[src/rtl/pipelined_adder_sub_if.sv]
// Handshake and operand/result bundle for pipelined_adder_sub.
// The master side supplies operands and consumes results.
interface pipelined_adder_sub_if #(
   parameter int WIDTH = 16
);
   logic             in_valid;
   logic             in_ready;
   logic [WIDTH-1:0] A;
   logic [WIDTH-1:0] B;
   logic             Cin;
   logic             Sub;
   logic             out_valid;
   logic             out_ready;
   logic [WIDTH-1:0] Sum;
   logic             Cout;
   logic             Ovf;
   logic             Zero;

   modport master (
      output in_valid, A, B, Cin, Sub, out_ready,
      input  in_ready, out_valid, Sum, Cout, Ovf, Zero
   );

   modport slave (
      input  in_valid, A, B, Cin, Sub, out_ready,
      output in_ready, out_valid, Sum, Cout, Ovf, Zero
   );
endinterface

[src/rtl/pipelined_adder_sub.sv]
// Pipelined WIDTH-bit add/subtract. The carry chain is cut into SEG-bit stages.
// Operands, partial sums and carries shift together, and the whole pipe stalls as one unit.
module pipelined_adder_sub #(
   parameter int WIDTH = 16,
   parameter int SEG   = 4
) (
   input  logic                  clk,
   input  logic                  rst,
   pipelined_adder_sub_if.slave  bus
);
   localparam int STAGES = WIDTH / SEG;

   logic [STAGES-1:0][WIDTH-1:0] a_d, a_q, b_d, b_q, s_d, s_q;
   logic [STAGES-1:0]            c_d, c_q, vld_d, vld_q;
   logic                         ovf_d, ovf_q, zero_d, zero_q;
   logic                         stall;

   assign stall        = vld_q[STAGES-1] && !bus.out_ready;
   assign bus.in_ready = !stall;

   // Stage k consumes slice k. Upper operand slices and lower sum slices are carried along unchanged.
   // B and Cin are mode-adjusted once at entry, so later stages are all plain adders.
   always_comb begin
      logic [WIDTH-1:0] a_in, b_in, s_in;
      logic             c_in;
      logic [SEG:0]     seg;
      int               km1;
      a_d   = '0;
      b_d   = '0;
      s_d   = '0;
      c_d   = '0;
      vld_d = '0;
      a_in  = '0;
      b_in  = '0;
      s_in  = '0;
      c_in  = 1'b0;
      seg   = '0;
      km1   = 0;
      for (int k = 0; k < STAGES; k++) begin
         km1 = (k == 0) ? 0 : k - 1;
         if (k == 0) begin
            a_in     = bus.A;
            b_in     = bus.B ^ {WIDTH{bus.Sub}};
            c_in     = bus.Cin ^ bus.Sub;
            s_in     = '0;
            vld_d[k] = bus.in_valid;
         end else begin
            a_in     = a_q[km1];
            b_in     = b_q[km1];
            c_in     = c_q[km1];
            s_in     = s_q[km1];
            vld_d[k] = vld_q[km1];
         end
         seg = {1'b0, a_in[k*SEG +: SEG]} + {1'b0, b_in[k*SEG +: SEG]} + {{SEG{1'b0}}, c_in};
         s_in[k*SEG +: SEG] = seg[SEG-1:0];
         a_d[k] = a_in;
         b_d[k] = b_in;
         s_d[k] = s_in;
         c_d[k] = seg[SEG];
      end
      // After the loop, a_in, b_in and s_in hold the last stage's values.
      // The carry into the MSB is recovered as a^b^s at that bit.
      ovf_d  = a_in[WIDTH-1] ^ b_in[WIDTH-1] ^ s_in[WIDTH-1] ^ seg[SEG];
      zero_d = (s_in == '0);
   end

   always_ff @(posedge clk or posedge rst) begin
      if (rst) begin
         a_q    <= '0;
         b_q    <= '0;
         s_q    <= '0;
         c_q    <= '0;
         vld_q  <= '0;
         ovf_q  <= 1'b0;
         zero_q <= 1'b1;
      end else if (!stall) begin
         a_q    <= a_d;
         b_q    <= b_d;
         s_q    <= s_d;
         c_q    <= c_d;
         vld_q  <= vld_d;
         ovf_q  <= ovf_d;
         zero_q <= zero_d;
      end
   end

   assign bus.out_valid = vld_q[STAGES-1];
   assign bus.Sum       = s_q[STAGES-1];
   assign bus.Cout      = c_q[STAGES-1];
   assign bus.Ovf       = ovf_q;
   assign bus.Zero      = zero_q;
endmodule

[src/flat_wrapper.sv]
// flat-port wrapper written by rule: the top's interface ports become plain ports
module pipelined_adder_sub_flat 
#(
   parameter int WIDTH = 16,
   parameter int SEG   = 4
)
  (clk, rst, bus_in_valid, bus_A, bus_B, bus_Cin, bus_Sub, bus_out_ready, bus_in_ready, bus_out_valid, bus_Sum, bus_Cout, bus_Ovf, bus_Zero);
  pipelined_adder_sub_if #(.WIDTH(WIDTH)) bus_i ();
  input  logic clk;
  input  logic rst;
  input wire logic [$bits(bus_i.in_valid)-1:0] bus_in_valid;
  input wire logic [$bits(bus_i.A)-1:0] bus_A;
  input wire logic [$bits(bus_i.B)-1:0] bus_B;
  input wire logic [$bits(bus_i.Cin)-1:0] bus_Cin;
  input wire logic [$bits(bus_i.Sub)-1:0] bus_Sub;
  input wire logic [$bits(bus_i.out_ready)-1:0] bus_out_ready;
  output wire logic [$bits(bus_i.in_ready)-1:0] bus_in_ready;
  output wire logic [$bits(bus_i.out_valid)-1:0] bus_out_valid;
  output wire logic [$bits(bus_i.Sum)-1:0] bus_Sum;
  output wire logic [$bits(bus_i.Cout)-1:0] bus_Cout;
  output wire logic [$bits(bus_i.Ovf)-1:0] bus_Ovf;
  output wire logic [$bits(bus_i.Zero)-1:0] bus_Zero;
  assign bus_i.in_valid = bus_in_valid;
  assign bus_i.A = bus_A;
  assign bus_i.B = bus_B;
  assign bus_i.Cin = bus_Cin;
  assign bus_i.Sub = bus_Sub;
  assign bus_i.out_ready = bus_out_ready;
  assign bus_in_ready = bus_i.in_ready;
  assign bus_out_valid = bus_i.out_valid;
  assign bus_Sum = bus_i.Sum;
  assign bus_Cout = bus_i.Cout;
  assign bus_Ovf = bus_i.Ovf;
  assign bus_Zero = bus_i.Zero;
  pipelined_adder_sub #(.WIDTH(WIDTH), .SEG(SEG)) u_core (.clk(clk), .rst(rst), .bus(bus_i));
endmodule
[config.mk]
export PLATFORM = sky130hd
export DESIGN_NAME = pipelined_adder_sub_flat
export DESIGN_NICKNAME = d
export VERILOG_FILES = /design/src/rtl/pipelined_adder_sub_if.sv /design/src/rtl/pipelined_adder_sub.sv /design/src/flat_wrapper.sv
export SDC_FILE = /design/constraint.sdc
export NUM_CORES = 1
export LEC_CHECK = 0
export CAP_MARGIN = 20
export CORE_UTILIZATION = 55
export DETAILED_ROUTE_END_ITERATION = 7
export HOLD_SLACK_MARGIN = 0.06
export MAX_ROUTING_LAYER = met4
export PLACE_DENSITY = 0.8
export SETUP_SLACK_MARGIN = 0.1
export SYNTH_ARGS = -nofsm -noshare
export SYNTH_HDL_FRONTEND = slang
export SYNTH_SLANG_ARGS = --single-unit
export TNS_END_PERCENT = 20
[constraint.sdc]
create_clock -name clk -period 4.1 [get_ports clk]
set_input_delay 0.615 -clock clk [delete_from_list [all_inputs] [get_ports clk]]
set_output_delay 0.615 -clock clk [all_outputs]
set_load 0.05 [all_outputs]
==> results.txt <==
- No sink is reached through more buffers than the 2 on the longest clock path.
- In this run, synthesis produced a sequential element count of 98.
- # nets final: 571
- Averaged over all synthesized cells, the footprint is 9.349 um2.
- Iteration-0 DRC Markers: 189
- In the routed design, unresolved DRC markers number 0.
* CTS sink cnt: 98
- TritonCTS built the clock tree.
- The cell count after synthesis came out at 462.
- Number of antenna cells inserted: 0
* Post-synth top area cell: sky130_fd_sc_hd__dfrtp_1
- MaxCap Viol Count: 0
* Number of global-route vias before repair: 3068
- The floorplan step defined a core boundary enclosing 0.007408 mm2.
- In this run, post-CTS hold repair placed 0 buffers.
- Dividing total power by cell area gives a power density of 764.1 mW/mm2.
* Number of distinct standard cells referenced by the synthesized netlist: 26
- Traced cell by cell, the critical path runs through clkdlybuf4s50_1 -> nor2b_4 -> inv_2 -> buf_4.
- The smallest clock period supported by the final layout is computed as 2.533 ns.
- Across every metal layer, demand over resource in global routing totals 0.2193.
- The most critical setup path has its endpoint at bus_in_ready.
* Area of all placed cells without fillers: 0.005134 mm2
- Sequential fraction of the synthesis area: 0.5681
* Final Hold Vio Count: 0
- The design draws 3.923 mW.
- Chip width: 90.62 um
* Final routed wire length divided by cell count: 12.37 um
* First-pass GRT wire length: 13880 um
- The worst register-to-register path has a setup slack of 1.93 ns.
* Height of the die: 90.62 um
- Gate family responsible for the most delay along the worst path: buffers and inverters
* Multi-input gate area: 0.001723 mm2
- I/O pin count: 59
* Max IR drop VDD: 0.3233 mV
* Antenna Violating Nets Remaining: 0
- Startpoint Class: primary input
- Setup TNS: 0 ns
- Launching instance or port of the critical path: bus_out_ready
- The pre-antenna-repair detailed-routing pass consisted of 4 iterations.
* Number of warning messages in the yosys log: 0
* Critical path arrival: 1.92 ns
* Cell area after technology mapping: 0.004319 mm2
- The worst register-to-register path begins at u_core.c_q[2]$_DFFE_PP0N_.
* Starting utilization of the core area: 0.5830
- Maximum cell stage delay along the critical path: 0.51 ns
- Setup violations remaining at the end of the flow were counted as 0.
* Root cell of the clock tree: sky130_fd_sc_hd__clkbuf_8
* Top fanout value on the critical path: 34
- Fill cell count: 603
- Post-DP Area: 0.004952 mm2
- Tightest Hold Check Type: flop to flop
- Together, buffers and inverters on the worst path number 3.
* Worst slack at placement: 1.523 ns
* Gr ovfl total: 0
- Period utilization: 0.6179
- Final core utilization: 0.6930
- Critical R2R Capture: u_core.bus.Ovf$_DFFE_PP0N_
* Crit path max-delay cell type: sky130_fd_sc_hd__clkdlybuf4s50_1
- Entering global routing, the biggest net connects 108 pins.
* Clock network latency to the later pin of the worst-skew pair: 0.36 ns
- Area overhead of the layout relative to synthesis: 18.86%
- The setup path with the least slack is of type primary input to output pin.
- Result of the run: complete, no violations
- Area share of the largest cell type after synthesis: 0.5620
- At the pin with the least slew margin, the transition time is 1.004 ns.
- For the worst flop-to-flop path, the logic depth is 6.
- Setup Buffers After CTS: 0
* Worst path setup slack after routing: 1.567 ns
* Required time reported for the critical path endpoint: 3.48 ns
* Max Transition Viols Final: 0
- In this run, CTS created clock tree buffers numbering 9.
* Min-Delay Startpoint: u_core.vld_q[2]$_DFFE_PP0N_
* Nature of the critical path endpoint: output pin
- The floorplan has 31 rows.
* Port bufs: 58
* Antenna violations before repair: 0
- Maximum clock rate: 394.8 MHz
- Resized cells post-CTS: 0
* Die footprint: 0.008211 mm2
* Total vias in the final route: 3050
- The sequential cells in the finished layout cover a total of 0.002454 mm2.
- Post-synthesis net count: 520
* Unrepaired setup endpoints after global routing: false
- After clock tree synthesis, the clock-pin slew on the worst setup and hold paths is 0.09 ns.
- Worst slew slack as a fraction of its limit: 0.3304
- Of the cells placed in the final design, the portion with a size suffix greater than 1 is 0.05212.
- Leakage power summed over all cells: 2.561 nW
* Detail-routed via count per cell: 4.943
- In this run the number of H-tree levels came out at 3.
- Overall routed net length: 7632 um
- Once detailed placement completed, the half-perimeter wirelength came to 5142 um.
- Commonest cells after routing, fill and taps aside: 224 x sky130_fd_sc_hd__nand2_1, 97 x sky130_fd_sc_hd__dfrtp_1, 57 x sky130_fd_sc_hd__clkdlybuf4s50_1
- Setup clock skew after layout: 0.01148 ns
- The critical path runs through a total of 4 cells.
- Routability-driven placement finished with a final weighted congestion of 0.8111.
- Biggest area contributors in the synthesized netlist: sky130_fd_sc_hd__dfrtp_1 56%, sky130_fd_sc_hd__nand2_1 19%, sky130_fd_sc_hd__fa_1 3.7%
- Commonest non-fill, non-tap cell in the layout: sky130_fd_sc_hd__nand2_1
## cells by family after synthesis
kind of cell    count (synthesis)  synth area share
flops                          98            0.5681
simple gates                  243            0.2207
compound gates                 44           0.05562
xor+xnor                       25           0.05070
fa+ha+maj                      20           0.07184
buf+inv                        32           0.03302
## layer usage
layer / vias up / global-route usage / part of all wire
met3: 9 / 0.05640 / 0.037
met2: 66 / 0.3428 / 0.49
li1: 1535 / - / -
met5: - / - / 0
met4: 0 / 0.05645 / 0.010
met1: 1440 / 0.2881 / 0.47
## registers in the layout (all words and copies together), names as in the netlist
signal           cells
u_core.bus.Sum      16
u_core.b_d          24
u_core.s_d          24
u_core.a_d          24
u_core.bus.Zero      1
u_core.bus.Ovf       1
u_core.c_q           4
u_core.vld_q         4
## cell usage after synthesis, drive strengths merged
library cell	instances
o21ai	23
nor4	3
buf	15
and3	1
xnor2	14
a21oi	14
xor2	11
dfstp	1
nand2	224
or4	1
clkbuf	8
nor2b	3
fa	8
inv	9
ha	12
nand2b	1
dfrtp	97
a32o	1
nor2	10
a21o	6
## worst reg2reg max path, cell delays in order (launching register included)
cell	delay, ns
sky130_fd_sc_hd__dfrtp_1	0.41
sky130_fd_sc_hd__fa_1	0.49
sky130_fd_sc_hd__fa_1	0.44
sky130_fd_sc_hd__a21o_1	0.20
sky130_fd_sc_hd__a21oi_1	0.25
sky130_fd_sc_hd__xnor2_1	0.16
sky130_fd_sc_hd__o21ai_1	0.07
## metrics by stage
step                      hold slack (ns)  std cells
after global placement             0.4403        601
after detailed placement           0.4467        601
after floorplan                    0.4300        462
after CTS                          0.4677        617
after global routing               0.4832        617
final                              0.4682        617
## how the worst min path moves through the flow
stage / end / slack (ns) / cells after the start
after floorplan: u_core.vld_q[2]$_DFFE_PP0N_ / 0.43 / 2
after global placement: u_core.vld_q[2]$_DFFE_PP0N_ / 0.44 / 2
after detailed placement: u_core.vld_q[2]$_DFFE_PP0N_ / 0.45 / 2
after CTS: u_core.vld_q[2]$_DFFE_PP0N_ / 0.47 / 2
after global routing: u_core.vld_q[2]$_DFFE_PP0N_ / 0.48 / 2
final: u_core.vld_q[2]$_DFFE_PP0N_ / 0.47 / 2
## report_power, final
part / total, mW / internal, mW / switching, mW
clock network: 0.563 / 0.253 / 0.310
logic: 1.70 / 0.652 / 1.04
registers: 1.66 / 1.39 / 0.268
total: 3.92 / 2.30 / 1.62
## cell type report
| type | count | share of cell area |
|---|---|---|
| flip-flops and latches | 98 | 0.4779 |
| multi-input cells | 332 | 0.3356 |
| repair buffers | 63 | 0.1199 |
| clock buffers | 12 | 0.03022 |
| well taps | 99 | 0.02413 |
| inverters | 9 | 0.007068 |
| clock inverters | 4 | 0.005118 |
No activity file was read; power rests on OpenSTA's default activity.
